**config.mk**
```make
export PLATFORM = sky130hd
export DESIGN_NAME = regfile_wr_arbiter
export DESIGN_NICKNAME = d
export VERILOG_FILES = /design/src/rtl/regfile_pkg.sv /design/src/rtl/regfile_wr_arbiter_rr_arb2.sv /design/src/rtl/regfile_wr_arbiter.sv
export SDC_FILE = /design/constraint.sdc
export NUM_CORES = 1
export LEC_CHECK = 0
export CAP_MARGIN = 20
export CORE_AREA = 2 2 89 176
export DETAILED_ROUTE_END_ITERATION = 7
export DIE_AREA = 0 0 91 178
export HOLD_SLACK_MARGIN = 0.15
export PLACE_DENSITY = 0.59
export SLEW_MARGIN = 20
export SYNTH_ARGS = -nofsm -noshare
export SYNTH_HDL_FRONTEND = slang
export SYNTH_SLANG_ARGS = --single-unit
```
**constraint.sdc**
```tcl
create_clock -name clk -period 4.2 [get_ports clk]
set_clock_uncertainty 0.2 [all_clocks]
set_input_delay 0.42 -clock clk [delete_from_list [all_inputs] [get_ports clk]]
set_output_delay 0.42 -clock clk [all_outputs]
set_load 0.02 [all_outputs]
```
**src/rtl/regfile_pkg.sv**
```systemverilog
// Shared register-file constants, types and the address-to-enable decoder.
package regfile_pkg;
  localparam int DATA_W = 32;
  localparam int ADDR_W = 5;
  localparam int NREG   = 1 << ADDR_W;

  typedef logic [ADDR_W-1:0] reg_addr_t;
  typedef logic [DATA_W-1:0] reg_data_t;

  // One-hot decode of a register address into a write-enable vector.
  function automatic logic [NREG-1:0] onehot(input reg_addr_t a);
    onehot    = '0;
    onehot[a] = 1'b1;
  endfunction
endpackage

```
**src/rtl/regfile_wr_arbiter_rr_arb2.sv**
```systemverilog
// Two-way round-robin arbiter: a tie goes to the port that did not win last.
module rr_arb2 (
  input  logic       clk,
  input  logic       rst,
  input  logic [1:0] req,
  input  logic       hold,
  input  logic [1:0] xfer,
  output logic [1:0] gnt
);
  logic last_grant;

  // Grant selection; nothing is granted while the register file is held.
  always_comb begin
    gnt = 2'b00;
    if (!hold) begin
      case (req)
        2'b01:   gnt = 2'b01;
        2'b10:   gnt = 2'b10;
        2'b11:   gnt = last_grant ? 2'b01 : 2'b10;
        default: gnt = 2'b00;
      endcase
    end
  end

  // Remember the most recent winner; reset favours port 0 on the first tie.
  always_ff @(posedge clk or posedge rst) begin
    if (rst)          last_grant <= 1'b1;
    else if (xfer[0]) last_grant <= 1'b0;
    else if (xfer[1]) last_grant <= 1'b1;
  end
endmodule

```
**src/rtl/regfile_wr_arbiter.sv**
```systemverilog
// Register-file write-port arbiter for two writeback sources.
// Optional pending-write scoreboard enabled by defining REGWR_SCOREBOARD_EN.
module regfile_wr_arbiter #(
  parameter int DATA_W = regfile_pkg::DATA_W,
  parameter int ADDR_W = regfile_pkg::ADDR_W,
  parameter int CNT_W  = 16,
  localparam int NREG  = 1 << ADDR_W
) (
  input  logic              clk,
  input  logic              reset,
  input  logic              hold,
  input  logic              in0_valid,
  output logic              in0_ready,
  input  logic [ADDR_W-1:0] in0_addr,
  input  logic [DATA_W-1:0] in0_data,
  input  logic              in1_valid,
  output logic              in1_ready,
  input  logic [ADDR_W-1:0] in1_addr,
  input  logic [DATA_W-1:0] in1_data,
`ifdef REGWR_SCOREBOARD_EN
  input  logic              claim_valid,
  input  logic [ADDR_W-1:0] claim_addr,
  output logic [NREG-1:0]   busy,
`endif
  output logic [NREG-1:0]   wr_en,
  output logic [ADDR_W-1:0] wr_addr,
  output logic [DATA_W-1:0] wr_data,
  output logic [CNT_W-1:0]  conflict_cnt
);
  import regfile_pkg::*;

  logic [1:0]        gnt;
  logic [1:0]        xfer;
  logic              xfer_any;
  logic [ADDR_W-1:0] sel_addr;
  logic [DATA_W-1:0] sel_data;
  logic [NREG-1:0]   sel_oh;

  rr_arb2 u_arb (
    .clk  (clk),
    .rst  (reset),
    .req  ({in1_valid, in0_valid}),
    .hold (hold),
    .xfer (xfer),
    .gnt  (gnt)
  );

  assign in0_ready = gnt[0];
  assign in1_ready = gnt[1];
  assign xfer      = gnt & {in1_valid, in0_valid};
  assign xfer_any  = |xfer;
  assign sel_addr  = xfer[1] ? in1_addr : in0_addr;
  assign sel_data  = xfer[1] ? in1_data : in0_data;
  assign sel_oh    = NREG'(onehot(reg_addr_t'(sel_addr)));

  // Write register: r0 is hardwired zero, so its writes are accepted but never enabled.
  always_ff @(posedge clk or posedge reset) begin
    if (reset) begin
      wr_en   <= '0;
      wr_addr <= '0;
      wr_data <= '0;
    end else if (xfer_any) begin
      wr_en   <= (sel_addr != '0) ? sel_oh : '0;
      wr_addr <= sel_addr;
      wr_data <= sel_data;
    end else begin
      wr_en   <= '0;
    end
  end

  // Saturating count of cycles in which both sources competed for the port.
  always_ff @(posedge clk or posedge reset) begin
    if (reset)
      conflict_cnt <= '0;
    else if (in0_valid && in1_valid && !hold && conflict_cnt != '1)
      conflict_cnt <= conflict_cnt + 1'b1;
  end

`ifdef REGWR_SCOREBOARD_EN
  logic [NREG-1:0] claim_oh;
  logic [NREG-1:0] busy_nxt;

  assign claim_oh = NREG'(onehot(reg_addr_t'(claim_addr)));

  // Pending-write mask: a same-cycle claim overrides the clear (newer producer pending).
  always_comb begin
    busy_nxt = busy & ~(xfer_any ? sel_oh : '0);
    if (claim_valid) busy_nxt = busy_nxt | claim_oh;
    busy_nxt[0] = 1'b0;
  end

  // Scoreboard state register.
  always_ff @(posedge clk or posedge reset) begin
    if (reset) busy <= '0;
    else       busy <= busy_nxt;
  end
`endif
endmodule
```
==> metrics.md <==
| Metric | Value |
|---|---|
| Status | `finished clean` |
| Die H | `178 µm` |
| FF+latch area | `0.00215 mm²` |
| R2r startpoint | `u_arb.last_grant$_DFFE_PP1P_` |
| Grt ovf | `0` |
| Req. time, crit path | `3.58 ns` |
| Area post-placement | `0.00548 mm²` |
| Final hold violations | `0` |
| Slew @ Worst Pin | `0.887 ns` |
| Core ar. | `0.0148 mm²` |
| DR WL/cell | `16.1 µm` |
| Average size of a mapped cell | `11.5 µm²` |
| Routability cong. | `0.774` |
| Setup Total Neg Slack | `0 ns` |
| Global-route usage over all layers | `0.138` |
| Initial DRC count | `170` |
| Max_cap viols | `0` |
| Pin count of the biggest net entering global routing | `63` |
| Commonest cells after routing, fill and taps aside | `clkdlybuf4s50_1, dfrtp_1, inv_1` |
| Routed vias | `3,164` |
| Ratio of cells with drive above 1 in the final layout | `0.0661` |
| Final period util | `0.705` |
| Final HPWL DP | `8.07 mm` |
| DRT Pass-1 Iters | `5` |
| Clk_lat worst skew | `0.34 ns` |
| Main synth FF type | `dfrtp_1` |
| First-pass GRT wire length | `17.6 mm` |
| Max-slew violation count | `0` |
| Final instance area | `0.00578 mm²` |
| WP data arrival | `2.34 ns` |
| Multi-input logic area | `0.00125 mm²` |
| #FFs+latches synth | `86` |
| Post-Route WL | `11.0 mm` |
| Port bufs | `165` |
| Mapped Cells | `317` |
| CTS Hold Bufs | `0` |
| Hold Crit Class | `input port to asynchronous set/reset pin` |
| Nets | `559` |
| R2R depth | `4` |
| CTS sink count | `86` |
| Die area | `0.0162 mm²` |
| Max Root-Sink Buffers | `2` |
| N_diodes | `0` |
| Initial Util | `0.246` |
| Fin crit period | `2.96 ns` |
| Postcts setup bufs | `0` |
| Routed Antenna Nets | `0` |
| Seq/Total Area, Yosys | `0.591` |
| CP max FO | `28` |
| Initial antenna violation count | `0` |
| Synth Cell Area | `0.00364 mm²` |
| PostCTS Resize Cnt | `0` |
| CTS tree | `yes` |
| Syn_nets | `397` |
| Io pins | `166` |
| Fillers | `1,533` |
| Final routed DRC violation total | `0` |
| DR vias/cell | `4.66` |
| Leading cell type in the layout, fill and taps excluded | `clkdlybuf4s50_1` |
| Critical path type | `input port to primary output` |
| Die X | `91 µm` |
| Htree depth | `3` |
| Clk slew on worst S/H paths | `0.07 ns` |
| RSZ-0062 raised after global routing | `no` |
| Post-synth EDFFs | `0` |
| Worst reg2reg setup slack | `1.97 ns` |
| Asr flop ratio synth | `1.00` |
| Clock root buffer | `clkbuf_16` |
| Lkg Pwr | `2.46 nW` |
| Reg2reg end | `wr_en[30]$_DFF_PP0_` |
| Setup crit start kind | `input port` |
| Peak Freq | `0.338 GHz` |
| Number of global-route vias before repair | `3,374` |
| Layout area overhead | `58.8%` |
| Worst VDD drop | `0.000195 V` |
| Synth warn | `0` |
| Site Rows | `63` |
| Pwr Density | `408 mW/mm²` |
| Relative slew slack | `0.397` |
| TritonCTS buffer count | `9` |
| Final setup violation count | `0` |
| CP Capture Type | `primary output` |
| Post-Route Utilization | `0.390` |
| Post-synthesis cell type count | `48` |
worst max-delay path by stage:
stage | endpoint | slack, ns | cells past startpoint | from
final | in1_ready | 1.24 | 4 | in1_valid
after global placement | wr_en[26]$_DFF_PP0_ | 1.23 | 5 | in1_valid
after CTS | in1_ready | 1.21 | 4 | in1_valid
after detailed placement | wr_en[30]$_DFF_PP0_ | 1.15 | 5 | in1_valid
after floorplan | conflict_cnt[0]$_DFFE_PP0P_ | 1.36 | 1 | reset
after global routing | in1_ready | 1.13 | 4 | in1_valid
per-layer routing:
layer	global-route usage	vias up	routed length, µm
met5	0	-	0
met4	0.0518	0	71
met3	0.0334	2	616
met2	0.266	111	6170
met1	0.143	1555	4090
li1	-	1496	-
cells in the mapped netlist, types with 2 or more instances:
master,instances,area (µm²)
and4_1,2,17.5
nor2_1,7,26.3
nor4_1,2,12.5
a41oi_1,2,17.5
nand2b_1,5,31.3
buf_6,4,45.0
xnor2_1,10,87.6
a211oi_1,2,15.0
mux2i_1,5,50.1
mux2_2,2,22.5
nand3_1,6,30.0
nor2b_1,2,12.5
nand2_1,12,45.0
nand4_1,8,50.1
a21oi_1,6,30.0
a31oi_1,5,31.3
o21ai_0,6,30.0
o211ai_1,2,15.0
buf_2,4,20.0
and3_1,4,25.0
a222oi_1,32,320
inv_1,37,139
o21ai_1,5,25.0
nor3_1,32,160
dfrtp_1,85,2130
clkbuf_1,8,30.0
power breakdown:
group,internal [mW],leakage [nW],switching [mW]
clock network,0.423,0.149,0.379
logic,0.286,1.19,0.283
registers,0.913,1.12,0.0755
flip-flops by register name, summed over array words and instances (netlist names):
| register | cells |
|---|---|
| u_arb.last_grant | 1 |
| conflict_cnt | 16 |
| wr_addr | 5 |
| wr_en | 32 |
| wr_data | 32 |
area by class of cell:
type | instances | share of cell area
clock inverter | 7 | 0.0141
timing repair buffer | 169 | 0.291
sequential | 86 | 0.372
inverter | 37 | 0.0249
clock buffer | 9 | 0.0389
multi-input combinational | 176 | 0.217
tap | 195 | 0.0422
worst max-delay path, cell delays in order:
cell             delay (ns)
clkdlybuf4s50_1        0.63
nand2b_2               0.19
nor2_8                 0.40
clkdlybuf4s50_1        0.68
through the flow:
stage               power, mW  worst slack (ns)  instances  hold WS, ns
floorplan                1.27              1.36        317        0.300
global placement         1.57              1.23        663        0.272
detailed placement       1.58              1.15        663        0.276
CTS                      2.40              1.21        679        0.296
global route             2.48              1.13        679        0.314
finish                   2.36              1.24        679        0.278
kinds of logic (layout without fill, tap and decap cells):
family / count (synthesis) / count (layout) / synth area share
flip-flops: 86 / 86 / 0.591
other: 1 / 1 / 0.00103
buffers and inverters: 55 / 222 / 0.0673
XOR/XNOR: 11 / 11 / 0.0265
AND/OR/NAND/NOR: 89 / 89 / 0.138
AO/OA/AOI/OAI: 65 / 65 / 0.145
adder cells (fa/ha/maj): 1 / 1 / 0.00343
multiplexers: 9 / 9 / 0.0278
Power figures use the tool's default switching activity.
